<file path="config.mk">
export PLATFORM = sky130hd
export DESIGN_NAME = hazard_stall_unit
export DESIGN_NICKNAME = d
export VERILOG_FILES = /design/src/rtl/hazard_stall_unit.sv
export SDC_FILE = /design/constraint.sdc
export NUM_CORES = 1
export LEC_CHECK = 0
export ABC_CLOCK_PERIOD_IN_PS = 4600
export BUFFER_PORTS_ARGS = -buffer_cell sky130_fd_sc_hd__buf_2
export CAP_MARGIN = 5
export CORE_MARGIN = 3
export CORE_UTILIZATION = 37
export DETAILED_ROUTE_END_ITERATION = 10
export HOLD_SLACK_MARGIN = 0.1
export PLACE_DENSITY = 0.72
export SYNTH_ARGS = -nofsm -noshare
export SYNTH_HDL_FRONTEND = slang
export SYNTH_SLANG_ARGS = --single-unit
</file>
<file path="constraint.sdc">
create_clock -name clk -period 4.6 [get_ports clk]
set_input_delay 0.46 -clock clk [delete_from_list [all_inputs] [get_ports clk]]
set_output_delay 0.46 -clock clk [all_outputs]
set_load 0.02 [all_outputs]
</file>
<file path="src/rtl/hazard_stall_unit.sv">
// -----------------------------------------------------------------------------
// hazard_stall_unit
//
// Data-hazard stall generator for a 5-stage MIPS pipeline with no forwarding.
// A private three-entry scoreboard (EX, MEM, WB) records the destination
// register of every instruction that left ID. The instruction currently in ID
// is compared against it. A match on a used, nonzero source register holds PC
// and IF/ID and asks the control decoder for a bubble. The hold lasts until
// the producer has moved far enough down the pipe.
//
// Parameters
//   WB_SPLIT  1: the register file writes in the first half-cycle and reads in
//                the second, so a producer in WB is already readable.
//             0: the WB entry is checked as well.
//   CNT_W     width of the saturating stall_count statistic.
//
// Ports
//   clk                pipeline clock, rising edge
//   reset              asynchronous, active-high
//   id_opcode          opcode field of the instruction in ID
//   id_rs, id_rt       source register fields of the instruction in ID
//   id_dest            destination selected in ID (rd or rt)
//   id_reg_write       RegWrite from the decoder, before stall gating
//   flush              the ID instruction is squashed this cycle
//   Stall_Data_Hazard  insert a bubble (decoder zeroes its controls)
//   PCWrite            PC update enable
//   IFIDWrite          IF/ID load enable
//   stall_count        stall cycles since reset, saturating at all-ones
//
// Hold protocol: the ID instruction counts as "accepted" on a rising clk
// where Stall_Data_Hazard is low. While the stall is high, PC and IF/ID keep
// their values, so the same instruction is presented again next cycle. A
// bubble enters EX in its place. A flushed instruction is never held: it is
// replaced by a bubble in the same edge.
// -----------------------------------------------------------------------------
module hazard_stall_unit #(
  parameter bit WB_SPLIT = 1'b1,
  parameter int CNT_W    = 16
) (
  input  logic             clk,
  input  logic             reset,
  input  logic [5:0]       id_opcode,
  input  logic [4:0]       id_rs,
  input  logic [4:0]       id_rt,
  input  logic [4:0]       id_dest,
  input  logic             id_reg_write,
  input  logic             flush,
  output logic             Stall_Data_Hazard,
  output logic             PCWrite,
  output logic             IFIDWrite,
  output logic [CNT_W-1:0] stall_count
);

  // Opcodes that change which fields are real source operands.
  localparam logic [5:0] OP_RTYPE = 6'b000000;
  localparam logic [5:0] OP_J     = 6'b000010;
  localparam logic [5:0] OP_BEQ   = 6'b000100;
  localparam logic [5:0] OP_SW    = 6'b101011;

  localparam logic [CNT_W-1:0] CNT_ONE = {{(CNT_W-1){1'b0}}, 1'b1};
  localparam logic [CNT_W-1:0] CNT_MAX = {CNT_W{1'b1}};

  typedef struct packed {
    logic       valid;
    logic [4:0] dest;
  } sb_entry_t;

  sb_entry_t ex_q;
  sb_entry_t mem_q;
  sb_entry_t wb_q;
  sb_entry_t ex_d;

  logic rs_used;
  logic rt_used;
  logic rs_hazard;
  logic rt_hazard;
  logic hazard;
  logic stall;

  // True when a valid in-flight entry will write the register src.
  // $0 is filtered on both sides, so a stray zero dest can never stall.
  function automatic logic entry_hits(input sb_entry_t e, input logic [4:0] src);
    return e.valid && (e.dest != 5'd0) && (src != 5'd0) && (e.dest == src);
  endfunction

  // Source-operand decode. rs is read by everything except j. rt is a
  // source only for R-type, sw (store data) and beq (compare operand).
  // lw, addi and unknown opcodes use rt as a destination or not at all.
  always_comb begin
    rs_used = (id_opcode != OP_J);
    rt_used = 1'b0;
    case (id_opcode)
      OP_RTYPE: rt_used = 1'b1;
      OP_SW:    rt_used = 1'b1;
      OP_BEQ:   rt_used = 1'b1;
      default:  rt_used = 1'b0;
    endcase
  end

  // The WB entry is only a hazard when the register file cannot bypass
  // a same-cycle write to a read.
  always_comb begin
    rs_hazard = 1'b0;
    rt_hazard = 1'b0;
    if (rs_used) begin
      rs_hazard = entry_hits(ex_q, id_rs) || entry_hits(mem_q, id_rs) ||
                  (!WB_SPLIT && entry_hits(wb_q, id_rs));
    end
    if (rt_used) begin
      rt_hazard = entry_hits(ex_q, id_rt) || entry_hits(mem_q, id_rt) ||
                  (!WB_SPLIT && entry_hits(wb_q, id_rt));
    end
    hazard = rs_hazard || rt_hazard;
  end

  // A flush wins over a hazard. The squashed instruction will not execute,
  // so holding it would only waste cycles. Reset also forces the stall low
  // combinationally, so the outputs are clean while reset is asserted.
  assign stall             = hazard && !flush && !reset;
  assign Stall_Data_Hazard = stall;
  assign PCWrite           = !stall;
  assign IFIDWrite         = !stall;

  // Entry for the instruction leaving ID this edge. A stalled or flushed
  // instruction becomes a bubble. Writes to $0 are dropped here, so they
  // never occupy a slot.
  always_comb begin
    ex_d       = '0;
    ex_d.dest  = id_dest;
    ex_d.valid = id_reg_write && (id_dest != 5'd0) && !stall && !flush;
  end

  // Scoreboard shift: one stage per clock, mirroring the pipeline itself.
  always_ff @(posedge clk or posedge reset) begin
    if (reset) begin
      ex_q  <= '0;
      mem_q <= '0;
      wb_q  <= '0;
    end else begin
      wb_q  <= mem_q;
      mem_q <= ex_q;
      ex_q  <= ex_d;
    end
  end

  // Stall statistic. It stops at all-ones instead of wrapping, so a long
  // run never reads back as a small number.
  always_ff @(posedge clk or posedge reset) begin
    if (reset) begin
      stall_count <= '0;
    end else if (stall && (stall_count != CNT_MAX)) begin
      stall_count <= stall_count + CNT_ONE;
    end
  end

endmodule

</file>
==> results of run 1 <==
[worst paths after layout]
kind | end | slack (ns) | cells past startpoint
hold reg to reg | mem_q[5] | 0.42 | 0
min in group asynchronous | stall_count[12] | 0.44 | 2
setup reg to reg | stall_count[6] | 2.30 | 7
setup / recovery | PCWrite | 1.88 | 7
max in group asynchronous | mem_q[2] | 3.52 | 2
hold / removal | ex_q[4] | 0.30 | 1
[layout by cell type (no fill, tap or decap), drive strengths merged]
cell,count
a32oi,1
and3,5
and4,1
buf,43
bufinv,1
clkbuf,3
dfrtp,28
ha,1
inv,4
mux2,1
mux2i,1
nand2,5
nand3,11
nand4,5
nor2,5
nor3,1
nor3b,2
nor4,6
nor4b,2
o21ai,3
o221ai,1
or3,1
or3b,1
or4,5
xnor2,25
xor2,9
[flip-flops by register name, summed over array words and instances, names as in the netlist]
register     count
ex_q             6
mem_q            6
stall_count     16
[cells by family (layout without fill, tap and decap cells)]
group,after synthesis,count (layout)
adders and majority gates,1,1
xor gates and xnor gates,34,34
buffers and inverters,6,51
DFF,28,28
AOI/OAI and AO/OA,5,5
and+or+nand+nor,50,50
muxes,2,2
[where the power goes]
| group | switching, mW | total (mW) | leakage [nW] | internal (mW) |
|---|---|---|---|---|
| Clock | 0.0761 | 0.193 | 0.0357 | 0.117 |
| Sequential | 0.00981 | 0.264 | 0.360 | 0.254 |
| Combinational | 0.0287 | 0.0539 | 0.412 | 0.0251 |
| Total | 0.115 | 0.511 | 0.808 | 0.396 |
[cell type report]
class | count | area [um2] | area share [%]
Timing Repair Buffer | 43 | 215 | 12.2
Tap cell | 48 | 60.1 | 3.39
Multi-Input combinational cell | 92 | 707 | 40.0
Clock buffer | 3 | 41.3 | 2.33
Inverter | 4 | 15.0 | 0.849
Clock inverter | 1 | 30.0 | 1.70
Sequential cell | 28 | 701 | 39.6
[routing by layer]
layer / share of wire [%] / GRT usage [%]
met1: 45 / 19.2
met2: 46 / 20.4
met3: 6.2 / 2.46
met4: 2.2 / 5.96
met5: 0 / 0
[through the flow]
step / area, um2 / std cells
floorplan: 1440 / 126
global placement: 1700 / 215
detailed placement: 1700 / 215
CTS: 1770 / 219
global route: 1770 / 219
finish: 1770 / 219
==> flow_summary.yaml, run 1 <==
outcome:
  status: "complete, no violations"
worst_setup_path:
  required_ns: 4.14
  cp-start-kind: "register"
  reg2reg_from: "ex_q[3]"
  crit_fanout: 4
  critPathTopFamily: "simple AND/OR/NAND/NOR gates"
  crit_chain: "or4_1, o21ai_2, nor4_1, o21ai_1, nand2_1, inv_1, buf_2"
  setup.worst_path.end_class: "output port"
  crit_buf_inv: 2
  path_class: "register to output port"
  worstSetupStartpoint: "ex_q[1]"
  cp_data_arrival_time_ns: 2.26
  slowest_delay_ns: 0.55
  cpMaxStageDelayCell: "or4_1"
cells_and_area:
  area_growth_pct: 22.7
  drive_gt1_share_pct: 32.2
  antenna_cells: 0
  nFillCells: 382
  final_nets: 198
  fin_util_pct: 47.6
synth:
  synthMostInstantiatedCell: "dfrtp_1"
  synthFlopType: "dfrtp_1"
  synth-adder-area-share_pct: 0.868
  synthXorXnorAreaFrac_pct: 20.7
  ys_top_cells_by_area: "dfrtp_1, xnor2_1, xor2_1"
  syn_area_per_cell_um2: 11.4
  yosysWarnings: 0
  synth_compound_area_share_pct: 4.51
  syn-instance-count: 126
  synthTopCellsByCount: "dfrtp_1, xnor2_1, nand3_1"
  ys_seq_area_share_pct: 48.6
  synth-simple-area-share_pct: 21.5
  synth.mux.area_fraction_pct: 1.48
  synth_top_family_by_area: "simple AND/OR/NAND/NOR gates"
  synth_top_area_share_pct: 48.6
  synth_seq_cells: 28
  synth_fp_nets: 152
  syn_area_mm2: 0.00144
  synthDistinctLibCells: 28
  synth_edf_count: 0
  yosys.area.top_type: "dfrtp_1"
  async_flop_share_pct: 100
cts:
  ctsResizeCount: 0
  cts_tree: "yes"
  cts.clk_slew.worst_paths_ns: 0.09
  clk_latency_ns: 0.28
  cts.sinks: 28
  cts_buffer_depth: 2
  cts_buffers: 3
  h-tree-depth: 1
  post_cts_buffers: 0
  clk_root_buffer_cell: "clkbuf_8"
  hold_buffers: 0
grt:
  grt_pass1_wl_mm: 4.70
  grt_max_degree: 29
  gr-total-overflow: 0
  antenna_found_initial: 0
  grt_usage_pct: 13.7
  first_global_vias: 1004
timing:
  setup_viol: 0
  fin_setup_tns_ns: 0
  finalHoldViolCount: 0
  skew_ns: 0.0120
  whs_ns: 0.298
  finalCritPeriodShare_pct: 59.1
  finalWorstSetupSlack_ns: 1.88
  maxSlewViolCount: 0
  finalCriticalPeriod_ns: 2.72
  worst_slew_pin_slew_ns: 1.03
  relSlewSlack_pct: 31.0
  fmax_mhz: 368
  rsz0062_at_grt: "false"
route:
  vias: 1117
  viasPerCell: 5.10
  drtAntennaViolNets: 0
  first_pass_iters: 4
  drt_iter0_drc: 50
  drc: 0
  wl_per_cell_um: 13.9
  wl_mm: 3.04
worst_hold_path:
  hold_path_class: "input pin to register"
  holdCritStartpoint: "id_dest[4]"
die:
  die_w_um: 68.4
  die_area_mm2: 0.00468
  rows: 22
  fp.dieH_um: 68.4
  ioPinCount: 44
  start_util_pct: 38.8
  core_area_mm2: 0.00372
placed_design:
  globalplace.congestion: 0.861
  post-place-ws_ns: 2.17
  portBuffers: 43
  hpwl_mm: 2.37
power:
  total_power_mw: 0.511
  peakVddDrop_v: 0.000206
  power.leakage_nw: 0.808
  power_density_mw_per_mm2: 289
job:
  cap_violations: 0
No activity file was read; power rests on OpenSTA's default activity.
==> inputs of run 2 (changes only) <==
--- a/config.mk
+++ b/config.mk
@@ -5,14 +5,15 @@
 export SDC_FILE = /design/constraint.sdc
 export NUM_CORES = 1
 export LEC_CHECK = 0
-export ABC_CLOCK_PERIOD_IN_PS = 4600
+export ABC_AREA = 1
+export ABC_CLOCK_PERIOD_IN_PS = 2600
 export BUFFER_PORTS_ARGS = -buffer_cell sky130_fd_sc_hd__buf_2
 export CAP_MARGIN = 5
 export CORE_MARGIN = 3
 export CORE_UTILIZATION = 37
 export DETAILED_ROUTE_END_ITERATION = 10
 export HOLD_SLACK_MARGIN = 0.1
-export PLACE_DENSITY = 0.72
+export PLACE_DENSITY = 0.7
 export SYNTH_ARGS = -nofsm -noshare
 export SYNTH_HDL_FRONTEND = slang
 export SYNTH_SLANG_ARGS = --single-unit
==> constraint.sdc (replaced) <==
create_clock -name clk -period 2.6 [get_ports clk]
set_input_delay 0.26 -clock clk [delete_from_list [all_inputs] [get_ports clk]]
set_output_delay 0.26 -clock clk [all_outputs]
set_load 0.02 [all_outputs]
==> flow_summary.yaml, run 2 <==
power:
  p_seq_share_pct: 50.7
  pwr-share-clk_pct: 36.3
  p_sw_mw: 0.211
  total_power_mw: 0.914
  p_int_mw: 0.703
  pwr-share-comb_pct: 13.0
  peakVddDrop_v: 0.000183
  power_density_mw_per_mm2: 415
  power.leakage_nw: 1.18
  swShare_pct: 23.1
route:
  first_pass_iters: 4
  drc: 0
  drtAntennaViolNets: 0
  drt_iter0_drc: 71
  wl_mm: 4.03
  viasPerCell: 4.63
  vias: 1760
  wl_per_cell_um: 10.6
cells_and_area:
  largest_reg_flops: 16
  regMostFlops: "stall_count"
  mostFrequentLayoutCells: "nand2_1, inv_1, buf_2, nor2_1, dfrtp_1"
  nFillCells: 463
  final_common_cell: "nand2_1"
  regArea_um2: 701
  final_cell_count_no_fill: 380
  antenna_cells: 0
  area_growth_pct: 21.2
  drive_gt1_share_pct: 18.7
  final_nets: 342
  largestRegisters: "stall_count (16), ex_q (6), mem_q (6)"
  multi_input_area_um2: 897
timing:
  fmax_mhz: 474
  setup_viol: 0
  finalCritPeriodShare_pct: 81.2
  maxSlewViolCount: 0
  relSlewSlack_pct: 58.5
  finalHoldViolCount: 0
  worst_slew_pin_slew_ns: 0.622
  finalCriticalPeriod_ns: 2.11
  skew_ns: 0.00419
  fin_setup_tns_ns: 0
  rsz0062_at_grt: "false"
die:
  core_area_mm2: 0.00453
  die_w_um: 76.1
  start_util_pct: 40.1
  rows: 24
  fp.dieH_um: 76.1
  ioPinCount: 44
  die_area_mm2: 0.00579
grt:
  grt_usage_pct: 14.6
  antenna_found_initial: 0
  grt_pass1_wl_mm: 7.16
  grt_max_degree: 29
  gr-total-overflow: 0
  first_global_vias: 1601
synth:
  syn_area_mm2: 0.00182
  ys_top_cells_by_area: "dfrtp_1, nand2_1, inv_1"
  synthMostInstantiatedCell: "nand2_1"
  yosys.area.top_type: "dfrtp_1"
  synthFlopType: "dfrtp_1"
  synth-simple-area-share_pct: 41.3
  syn-instance-count: 268
  syn_area_per_cell_um2: 6.79
  synth-adder-area-share_pct: 0.688
  ys_seq_area_share_pct: 38.5
  synth_top_area_share_pct: 38.5
  synthXorXnorAreaFrac_pct: 4.81
  synth_seq_cells: 28
  yosysWarnings: 0
  synth_top_family_by_area: "simple AND/OR/NAND/NOR gates"
  synthDistinctLibCells: 30
  synth_compound_area_share_pct: 2.41
  synth_fp_nets: 294
  synth.mux.area_fraction_pct: 0
  synth_edf_count: 0
  async_flop_share_pct: 100
  synthTopCellsByCount: "nand2_1, inv_1, nor2_1"
cts:
  cts.clk_slew.worst_paths_ns: 0.09
  cts.sinks: 28
  post_cts_buffers: 0
  clk_latency_ns: 0.27
  cts_buffer_depth: 2
  cts_tree: "yes"
  clk_root_buffer_cell: "clkbuf_8"
  cts_buffers: 3
  h-tree-depth: 1
worst_setup_path:
  setup.worst_path.end_class: "output port"
  cp_data_arrival_time_ns: 1.85
  path_class: "input pin to output port"
  reg2reg_from: "ex_q[3]"
  worstSetupStartpoint: "reset"
  cp-start-kind: "input pin"
  crit_fanout: 16
  required_ns: 2.34
placed_design:
  hpwl_mm: 3.19
  portBuffers: 43
  globalplace.congestion: 0.837
  dpl.cell_count: 372
outcome:
  status: "complete, no violations"
job:
  cap_violations: 0
worst_hold_path:
  hold_path_class: "input pin to register"
  holdCritStartpoint: "id_dest[2]"
## run 2: worst paths after layout
| check | endpoint | slack [ns] | cells after the start |
|---|---|---|---|
| min in group asynchronous | stall_count[1] | 0.63 | 4 |
| hold reg to reg | mem_q[5] | 0.39 | 0 |
| max in group asynchronous | stall_count[8] | 1.72 | 4 |
| hold / removal | ex_q[2] | 0.12 | 1 |
| setup reg to reg | stall_count[1] | 0.84 | 13 |
| setup / recovery | Stall_Data_Hazard | 0.49 | 6 |
## run 2: kinds of logic (layout without fill, tap and decap cells)
family | Yosys count | after routing
simple gates | 168 | 168
buf+inv | 54 | 101
flops | 28 | 28
xor+xnor | 10 | 10
compound gates | 7 | 7
fa+ha+maj | 1 | 1
## run 2: cell type report
| cell class | count | share of cell area, % |
|---|---|---|
| Clock buffer | 3 | 1.87 |
| Clock inverter | 1 | 1.36 |
| Inverter | 47 | 8.00 |
| Multi-Input combinational cell | 186 | 40.7 |
| Sequential cell | 28 | 31.8 |
| Tap cell | 65 | 3.69 |
| Timing Repair Buffer | 50 | 12.6 |
## run 2: repair_timing
action / in CTS / in global routing
hold buffers: 3 / 1
resized for setup: 0 / 0
endpoints found under the hold margin: 30 / 1
## run 2: layer usage
metal  routed length [um]  GRT usage, %
met1                 1820          18.0
met2                 2060          26.9
met3                  112          1.89
met4                   31          3.26
met5                    0             0
## run 2: worst max-delay path, cell delays in order
cell,delay [ns]
dlygate4sd3_1,0.55
buf_2,0.14
nor2_2,0.48
nand2_2,0.18
inv_2,0.09
buf_2,0.16
## run 2: power groups by stage
stage               registers, mW  logic, mW  clock network, mW
floorplan                   0.474     0.0660                  0
global placement            0.472      0.113                  0
detailed placement          0.473      0.114                  0
CTS                         0.464      0.119              0.345
global route                0.466      0.136              0.370
finish                      0.463      0.119              0.332
## run 2: metrics by stage
step           util, %  worst slack, ns  hold WS, ns  cell area (um2)
2_1_floorplan        -            0.947        0.291             1820
3_3_place_gp      46.2            0.840        0.363             2090
3_5_place_dp      46.2            0.823        0.364             2090
4_1_cts           48.4            0.497        0.103             2190
5_1_grt           48.6            0.357        0.100             2200
6_report          48.6            0.489        0.115             2200
